===== src/rtl/sparse_weight_packer_if.sv =====
// Dense-group input stream and packed-row output stream of sparse_weight_packer.
// master drives groups and takes rows; slave is the packer.
interface sparse_weight_packer_if #(
    parameter int bw  = 4,
    parameter int nnz = 2,
    parameter int n   = 4,
    parameter int M   = 4
);
    logic                  in_valid;
    logic                  in_ready;
    logic [n*bw-1:0]       in_weights;
    logic                  out_valid;
    logic                  out_ready;
    logic [M*nnz*bw-1:0]   weights_flat;
    logic [M*n-1:0]        w_index;
    logic [M-1:0]          violation;

    modport master (
        output in_valid, in_weights, out_ready,
        input  in_ready, out_valid, weights_flat, w_index, violation
    );

    modport slave (
        input  in_valid, in_weights, out_ready,
        output in_ready, out_valid, weights_flat, w_index, violation
    );
endinterface


===== src/rtl/sparse_weight_packer.sv =====
// Packs dense n-wide weight groups into nnz values + n-bit mask per lane, M lanes per row.
// Latency: out_valid the edge after the last lane is accepted (output register free). SPW_MAGNITUDE_PRUNE_EN keeps largest |w|.
// Backpressure: one collect row buffers behind a stalled output; in_ready drops only when both are occupied.
module sparse_weight_packer #(
    parameter int bw  = 4,
    parameter int nnz = 2,
    parameter int n   = 4,
    parameter int M   = 4
) (
    input  logic                   clk,
    input  logic                   reset,
    sparse_weight_packer_if.slave  bus,
    output logic                   err_sticky
);
    localparam int LW = nnz * bw;
    localparam int CW = (M > 1) ? $clog2(M) : 1;

    typedef enum logic {COLLECT, FULL} state_t;
    state_t state;

    logic signed [bw-1:0] w [n];
    logic [n-1:0]         nz;
    logic [n-1:0]         pk_mask;
    logic [LW-1:0]        pk_vals;
    logic                 pk_viol;
`ifdef SPW_MAGNITUDE_PRUNE_EN
    logic [bw:0]          mag [n];
`endif

    always_comb begin
        int nz_cnt;
        int slot;
`ifdef SPW_MAGNITUDE_PRUNE_EN
        int rank;
`else
        int kept;
`endif
        nz_cnt  = 0;
        slot    = 0;
        pk_mask = '0;
        pk_vals = '0;
        for (int k = 0; k < n; k++) begin
            w[k]  = bus.in_weights[k*bw +: bw];
            nz[k] = (bus.in_weights[k*bw +: bw] != '0);
            if (nz[k]) nz_cnt = nz_cnt + 1;
        end
`ifdef SPW_MAGNITUDE_PRUNE_EN
        // Rank every element by magnitude (ties to lower index); zeros rank last,
        // so the same rule also pads under-dense groups with the lowest-index zeros.
        for (int k = 0; k < n; k++) begin
            mag[k] = w[k][bw-1] ? (~{w[k][bw-1], w[k]} + 1'b1) : {1'b0, w[k]};
        end
        for (int k = 0; k < n; k++) begin
            rank = 0;
            for (int j = 0; j < n; j++) begin
                if (j != k && (mag[j] > mag[k] || (mag[j] == mag[k] && j < k)))
                    rank = rank + 1;
            end
            pk_mask[k] = (rank < nnz);
        end
`else
        kept = 0;
        for (int k = 0; k < n; k++) begin
            if (nz[k] && kept < nnz) begin
                pk_mask[k] = 1'b1;
                kept = kept + 1;
            end
        end
        for (int k = 0; k < n; k++) begin
            if (!pk_mask[k] && kept < nnz) begin
                pk_mask[k] = 1'b1;
                kept = kept + 1;
            end
        end
`endif
        for (int k = 0; k < n; k++) begin
            if (pk_mask[k]) begin
                if (slot < nnz) pk_vals[slot*bw +: bw] = w[k];
                slot = slot + 1;
            end
        end
        pk_viol = (nz_cnt > nnz);
    end

    logic [CW-1:0]   lane_cnt;
    logic [M*LW-1:0] col_vals, row_vals, out_vals;
    logic [M*n-1:0]  col_mask, row_mask, out_mask;
    logic [M-1:0]    col_viol, row_viol, out_viol;
    logic            in_rdy, out_vld;
    logic            accept, last_lane, out_free;

    assign accept    = bus.in_valid && in_rdy;
    assign last_lane = (lane_cnt == CW'(M - 1));
    assign out_free  = !out_vld || bus.out_ready;

    // Completed row for the bypass load: collected lanes plus the incoming last lane.
    always_comb begin
        row_vals = col_vals;
        row_mask = col_mask;
        row_viol = col_viol;
        row_vals[(M-1)*LW +: LW] = pk_vals;
        row_mask[(M-1)*n +: n]   = pk_mask;
        row_viol[M-1]            = pk_viol;
    end

    always_ff @(posedge clk) begin
        if (reset) begin
            state      <= COLLECT;
            in_rdy     <= 1'b1;
            out_vld    <= 1'b0;
            lane_cnt   <= '0;
            err_sticky <= 1'b0;
            col_vals   <= '0;
            col_mask   <= '0;
            col_viol   <= '0;
            out_vals   <= '0;
            out_mask   <= '0;
            out_viol   <= '0;
        end else begin
            if (accept && pk_viol) err_sticky <= 1'b1;
            case (state)
                COLLECT: begin
                    if (bus.out_ready) out_vld <= 1'b0;
                    if (accept) begin
                        col_vals[lane_cnt*LW +: LW] <= pk_vals;
                        col_mask[lane_cnt*n +: n]   <= pk_mask;
                        col_viol[lane_cnt]          <= pk_viol;
                        if (last_lane) begin
                            lane_cnt <= '0;
                            if (out_free) begin
                                out_vals <= row_vals;
                                out_mask <= row_mask;
                                out_viol <= row_viol;
                                out_vld  <= 1'b1;
                            end else begin
                                state  <= FULL;
                                in_rdy <= 1'b0;
                            end
                        end else begin
                            lane_cnt <= lane_cnt + 1'b1;
                        end
                    end
                end
                FULL: begin
                    if (out_vld && bus.out_ready) begin
                        out_vals <= col_vals;
                        out_mask <= col_mask;
                        out_viol <= col_viol;
                        state    <= COLLECT;
                        in_rdy   <= 1'b1;
                    end
                end
                default: state <= COLLECT;
            endcase
        end
    end

    assign bus.in_ready     = in_rdy;
    assign bus.out_valid    = out_vld;
    assign bus.weights_flat = out_vals;
    assign bus.w_index      = out_mask;
    assign bus.violation    = out_viol;
endmodule

===== src/flat_wrapper.sv =====
// flat-port wrapper written by rule: the top's interface ports become plain ports
module sparse_weight_packer_flat 
#(
    parameter int bw  = 4,
    parameter int nnz = 2,
    parameter int n   = 4,
    parameter int M   = 4
)
  (clk, reset, err_sticky, bus_in_valid, bus_in_weights, bus_out_ready, bus_in_ready, bus_out_valid, bus_weights_flat, bus_w_index, bus_violation);
  sparse_weight_packer_if #(.bw(bw), .nnz(nnz), .n(n), .M(M)) bus_i ();
  input  logic clk;
  input  logic reset;
  output logic err_sticky;
  input wire logic [$bits(bus_i.in_valid)-1:0] bus_in_valid;
  input wire logic [$bits(bus_i.in_weights)-1:0] bus_in_weights;
  input wire logic [$bits(bus_i.out_ready)-1:0] bus_out_ready;
  output wire logic [$bits(bus_i.in_ready)-1:0] bus_in_ready;
  output wire logic [$bits(bus_i.out_valid)-1:0] bus_out_valid;
  output wire logic [$bits(bus_i.weights_flat)-1:0] bus_weights_flat;
  output wire logic [$bits(bus_i.w_index)-1:0] bus_w_index;
  output wire logic [$bits(bus_i.violation)-1:0] bus_violation;
  assign bus_i.in_valid = bus_in_valid;
  assign bus_i.in_weights = bus_in_weights;
  assign bus_i.out_ready = bus_out_ready;
  assign bus_in_ready = bus_i.in_ready;
  assign bus_out_valid = bus_i.out_valid;
  assign bus_weights_flat = bus_i.weights_flat;
  assign bus_w_index = bus_i.w_index;
  assign bus_violation = bus_i.violation;
  sparse_weight_packer #(.bw(bw), .nnz(nnz), .n(n), .M(M)) u_core (.clk(clk), .reset(reset), .bus(bus_i), .err_sticky(err_sticky));
endmodule

===== config.mk =====
export PLATFORM = sky130hd
export DESIGN_NAME = sparse_weight_packer_flat
export DESIGN_NICKNAME = d
export VERILOG_FILES = /design/src/rtl/sparse_weight_packer_if.sv /design/src/rtl/sparse_weight_packer.sv /design/src/flat_wrapper.sv
export SDC_FILE = /design/constraint.sdc
export NUM_CORES = 1
export LEC_CHECK = 0
export ABC_AREA = 0
export BUFFER_PORTS_ARGS = -buffer_cell sky130_fd_sc_hd__buf_2
export CAP_MARGIN = 20
export CORE_MARGIN = 2
export CORE_UTILIZATION = 61
export CTS_CLUSTER_SIZE = 25
export DETAILED_ROUTE_END_ITERATION = 10
export PLACE_DENSITY = 0.85
export SETUP_SLACK_MARGIN = 0.05
export SLEW_MARGIN = 40
export SYNTH_ARGS = -nofsm -noshare
export SYNTH_HDL_FRONTEND = slang
export SYNTH_SLANG_ARGS = --single-unit

===== constraint.sdc =====
create_clock -name clk -period 15.7 [get_ports clk]
set_clock_uncertainty 0.2 [all_clocks]
set_input_delay 3.14 -clock clk [delete_from_list [all_inputs] [get_ports clk]]
set_output_delay 3.14 -clock clk [all_outputs]
set_load 0.03 [all_outputs]

# Yosys cells after proc, flatten, opt, wreduce, memory -nomap -nowiden
# Index checks and enable logic that the tools add are counted.
# word_totals
ff_bits	110
output_inout_bits	55
elab_cells	147
# op_classes
n_addsub	16
magnitude_cmp	13
eq_ne	6
shifts	10
mux	66
bitwise	1
n_reduce_logical	24
# ops
cell	n
32-bit 2-to-1 mux	15
32-bit by 2-bit adder with 32-bit output, second input constant	9
32-bit by 3-bit < comparator with 1-bit output, second input constant	9
4-bit by 33-bit variable shift with 8-bit output, first input constant	3
4-bit by 33-bit indexed part select with 8-bit output	3
32-bit negation with 33-bit output	2
16-bit 2-to-1 mux	4
32-bit case mux with 2 select lines	1
8-bit 2-to-1 mux	6
4-bit negation with 34-bit output	1
5-bit negation with 34-bit output	1
4-bit by 34-bit variable shift with 16-bit output, first input constant	1
8-bit by 34-bit variable shift with 32-bit output, first input constant	1
4-bit by 34-bit indexed part select with 16-bit output	1
8-bit by 34-bit indexed part select with 32-bit output	1
3-bit negation with 33-bit output	1
32-bit bitwise mux	1
32-bit by 3-bit greater-than comparator with 1-bit output, second input constant	1
16-bit case mux with 2 select lines	1
8-bit bitwise mux	3
1-bit 2-to-1 mux	23
4-bit 2-to-1 mux	5
16-bit bitwise mux	1
4-bit nonzero test	4
other kinds (19)	38

# Logic depth before layout (Yosys ltp)
# depth
word_depth	30
depth_mapped	25
depth_no_buf	23

# Least setup slack after synthesis
# Ideal clock, no wire load.
# synth_timing
path_kind	input to register
startpoint	input port bus_in_weights[5]
endpoint	register u_core.col_vals[0]
setup_ps	128
arrival_time_ps	8216
setup_slack_ps	7156
stages	25
n_path_buf	2
path_cell_list	or4_1 -> buf_2 -> clkinv_2 -> ha_1 -> clkbuf_1 -> nor4_1 -> a21oi_1 -> nor2_1 -> a211o_1 -> ha_1 -> o21ai_2 -> nand3_1 -> nand2_1 -> fa_1 -> inv_1 -> ha_1 -> inv_1 -> ha_1 -> or3_1 -> nor3_1 -> o211a_1 -> a21o_1 -> o21ai_1 -> a32oi_1 -> nor2_1
# synth_via
elab_chain_cells	26
word_cells_on_any_way	64
classes_between	10 x add/sub; 9 x order compare; 7 x shift; 27 x mux; 11 x reduce/logical
# synth_rtl
item	line	rtl
from (decl)	flat_wrapper.sv:15	input wire logic [$bits(bus_i.in_weights)-1:0] bus_in_weights;
4-bit nonzero test	sparse_weight_packer.sv:44	nz[k] = (bus.in_weights[k*bw +: bw] != '0);
1-bit logical AND	sparse_weight_packer.sv:64	if (nz[k] && kept < nnz) begin
32-bit 2-to-1 mux	sparse_weight_packer.sv:64	
32-bit by 3-bit < comparator with 1-bit output	sparse_weight_packer.sv:64	
1-bit logical AND	sparse_weight_packer.sv:64	
32-bit 2-to-1 mux	sparse_weight_packer.sv:64	
32-bit by 3-bit < comparator with 1-bit output	sparse_weight_packer.sv:64	
1-bit logical AND	sparse_weight_packer.sv:64	
[... 10 more ...]	--	
32-bit 2-to-1 mux / 8-bit bitwise mux (equally long branches)	sparse_weight_packer.sv:77, sparse_weight_packer.sv:78	
32-bit negation with 33-bit output / 8-bit 2-to-1 mux (equally long branches)	sparse_weight_packer.sv:78	if (slot < nnz) pk_vals[slot*bw +: bw] = w[k];
4-bit by 33-bit indexed part select with 8-bit output, or another cell as far along	sparse_weight_packer.sv:78	
8-bit bitwise mux	sparse_weight_packer.sv:78	
8-bit 2-to-1 mux	sparse_weight_packer.sv:78	
8-bit 2-to-1 mux *	sparse_weight_packer.sv:77	if (pk_mask[k]) begin
8-bit by 34-bit indexed part select with 32-bit output *	sparse_weight_packer.sv:125	col_vals[lane_cnt*LW +: LW] <= pk_vals;
32-bit bitwise mux *	sparse_weight_packer.sv:125	
to (signal, indexed assignment)	sparse_weight_packer.sv:125	
to (decl)	sparse_weight_packer.sv:86	logic [M*LW-1:0] col_vals, row_vals, out_vals;
# Every way passes the cells marked *; elsewhere a longest branch is shown, timed or not.
# A chain may end at the register's enable or synchronous reset.

# Final worst setup path
# layout_timing
startpoint	input port bus_in_weights[5]
endpoint	register u_core.col_vals[3]
# The elaborated chain is that of the path after synthesis.

==> summary.md <==
| Metric | Value |
|---|---|
| Avg WL per Cell | `17.4 um` |
| Residual DRC | `0` |
| Hold Buf Count CTS | `0` |
| NumNets Final | `680` |
| CP Launch Type | `primary input` |
| Largest net degree at the start of global routing | `between 100 and 150` |
| Register area share after synthesis | `0.442` |
| Worst-path fanout max | `15` |
| Max-slew violations | `0` |
| Placed Area | `about 0.0054 mm^2` |
| Critical Path AT | `9.31 ns` |
| Clock slew at reported path FFs | `between 0.1 and 0.15 ns` |
| Total wire length | `13100 um` |
| #FFs+latches synth | `110` |
| Most frequent cells after synthesis | `dfxtp_1 (110), nand2_1 (107), a21oi_1 (72)` |
| First-pass GRT wire length | `roughly 21000 um` |
| Kind of critical path | `primary input to flip-flop` |
| Worst hold slack | `0.257 ns` |
| ANT nets after route | `0` |
| Synth Instances | `~600` |
| Ys flop type | `dfxtp_1` |
| R2R Path Start | `u_core.state` |
| Slew headroom | `0.395` |
| I/O Pins | `75` |
| ANT cells | `0` |
| CTS Buf Count | `9` |
| Worst setup margin | `approximately 6.4 ns` |
| Vias in the first global route | `4361` |
| R2R setup slack | `roughly 12 ns` |
| Min-delay src | `u_core.bus.w_index[14]` |
| Pwr per Cell Area | `around 91 mW/mm^2` |
| Syn Nets | `about 630` |
| Via density per instance | `between 6 and 7` |
| Dominant cell type by area after synthesis | `dfxtp_1` |
| Reg-to-Reg End | `u_core.col_vals[3]` |
| Final setup fails | `0` |
| CP Capture Type | `flip-flop` |
| Main area contributors after synthesis | `dfxtp_1 (44%), nand2_1 (8.1%), a21oi_1 (7.2%)` |
| Pre-antenna DRT Iters | `5` |
| Core footprint | `a little under 0.008 mm^2` |
| Postcts setup bufs | `0` |
| Number of port buffers | `74` |
| Initial antenna violation count | `0` |
| DIE HEIGHT | `between 90 and 100 um` |
| RSZ-0062 raised after global routing | `no` |
| CTS tree | `done` |
| Synth top area share | `0.442` |
| Post-CTS Resized | `0` |
| Mapped Area | `between 0.004 and 0.005 mm^2` |
| Synth unique cells | `57` |
| Hold path endpoint | `u_core.bus.w_index[14]` |
| Skew-Pair Late Insertion Delay | `between 0.3 and 0.4 ns` |
| GRT overflow | `0` |
| Die ar. | `0.00891 mm^2` |
| GRT Total Usage | `0.302` |
| Synth warnings | `0` |
| Path depth of the worst reg2reg path | `7` |
| FILL cells | `around 630` |
| Final Hold Viols | `0` |
| Worst endpoint required time | `between 15 and 20 ns` |
| Area grow syn2layout | `12.1%` |
| DPL Wire Length | `just over 9000 um` |
| Multi-input logic area | `between 0.002 and 0.003 mm^2` |
| Worst Tran Pin Value | `0.906 ns` |
| Width of the die | `between 90 and 100 um` |
| Post-Layout Inst Area | `between 0.005 and 0.006 mm^2` |
| Layout cells sized above 1 | `0.192` |
| CTS Buffer Depth | `2` |
| Sink Count | `110` |
| H-tree Lvls | `3` |
| Reg area | `0.00220 mm^2` |
| LEAKAGE | `between 0.002 and 0.0025 uW` |
| Status | `finished clean` |
| Async S/R FF share, synth | `0` |
| Final Critical Period | `9.28 ns` |
| CTS root buffer | `clkbuf_8` |
| Peak VDD IR | `around 0.067 mV` |
| Via count | `4784` |
| Max cap viols | `0` |
| Max Freq | `~0.11 GHz` |
| Syn Area/Cell | `around 8.4 um^2` |
| Number of synthesized flops with an enable pin | `0` |
| Initial DRC count | `426` |
| Initial core utilization | `0.638` |
| Cell with the most instances after synthesis | `dfxtp_1` |
| Tcrit/Tclk final | `0.591` |
| Util after Layout | `0.716` |
| Setup tns final | `0 ns` |
| Hold WC Path Type | `flip-flop to flip-flop` |
| Place WS | `a little over 6 ns` |
| Hold Crit Depth | `2` |
| Row Count | `32` |
| GP Congestion | `0.966` |
[report_power, final]
part           internal (uW)  total (uW)  leakage [uW]  switching, uW
Sequential               284         288      0.000888           3.69
Combinational           16.6        51.9       0.00119           35.3
Clock                   62.3         167     0.0000937            105
Total                    363         507       0.00217            144
[kinds of logic after synthesis]
| group | Yosys count | share of synthesized area |
|---|---|---|
| flip-flops | 110 | 0.442 |
| XOR/XNOR | 4 | 0.00703 |
| adder cells (fa/ha/maj) | 15 | 0.0392 |
| buffers and inverters | 55 | 0.0467 |
| AO/OA/AOI/OAI | 176 | 0.254 |
| AND/OR/NAND/NOR | 231 | 0.202 |
| multiplexers | 5 | 0.0100 |
[layout make-up]
cell class / count / share of cell area
multi-input combinational: 431 / 0.460
sequential: 110 / 0.394
timing repair buffer: 80 / 0.0781
clock buffer: 10 / 0.0228
tap: 102 / 0.0228
clock inverter: 6 / 0.0114
inverter: 13 / 0.0107
[worst max-delay path: stages]
cell,delay (ns)
buf_2,0.11
or4_1,0.68
clkinv_2,0.19
ha_1,0.40
nand2_1,0.16
mux2i_1,0.25
a22o_2,0.26
inv_2,0.07
ha_1,0.33
o21ai_2,0.32
nand3_1,0.25
nand2_1,0.32
fa_1,0.52
inv_1,0.08
ha_1,0.14
inv_1,0.06
ha_1,0.32
or3_1,0.38
nor3_1,0.22
o211a_1,0.22
a21o_1,0.30
nand2b_1,0.19
a32oi_1,0.29
nor2_1,0.09
[per-layer routing]
| layer | part of all wire | up-vias | track usage |
|---|---|---|---|
| li1 | - | 2232 | - |
| met4 | 0.032 | 0 | 0.117 |
| met2 | 0.48 | 246 | 0.501 |
| met3 | 0.079 | 38 | 0.0615 |
| met1 | 0.41 | 2268 | 0.388 |
| met5 | 0 | - | 0 |
[registers in the layout, summed over array words and instances, names as in the netlist]
signal and cells:
u_core.bus.weights_flat 32, u_core.col_vals 32, u_core.col_viol 4, u_core.bus.in_ready 1
u_core.bus.violation 4, u_core.state 1, u_core.err_sticky 1, u_core.bus.out_valid 1
u_core.lane_cnt 2, u_core.bus.w_index 16, u_core.col_mask 16
[cells in the final DEF (no fill, tap or decap), drive strengths merged, types with 2 or more instances in the layout]
master,n
and3,4
xnor2,4
dfxtp,110
or4,4
a211oi,9
a21oi,73
nand2,107
nor4b,2
buf,80
nand3,12
clkinv,6
o211ai,12
nand2b,11
o21ai,15
nor2b,4
nor2,67
a32oi,28
inv,12
nor4,6
ha,14
nor3,10
a221o,4
o21bai,2
o2111ai,2
mux2i,5
a31oi,3
clkbuf,10
a22oi,16
[worst max-delay path by stage]
| stage | end | slack, ns | startpoint |
|---|---|---|---|
| 3_5_place_dp | u_core.col_vals[24] | 6.20 | bus_in_weights[5] |
| 2_1_floorplan | u_core.col_vals[0] | 7.16 | bus_in_weights[5] |
| 3_3_place_gp | u_core.col_vals[16] | 6.58 | bus_in_weights[5] |
| 4_1_cts | u_core.col_vals[3] | 6.56 | bus_in_weights[5] |
| 6_report | u_core.col_vals[3] | 6.42 | bus_in_weights[5] |
| 5_1_grt | u_core.col_vals[8] | 5.99 | bus_in_weights[5] |
[metrics by stage]
step           power, uW  std cells
2_1_floorplan        329        596
3_3_place_gp         341        734
3_5_place_dp         344        736
4_1_cts              506        752
5_1_grt              524        752
6_report             507        752
Power figures use the tool's default switching activity.
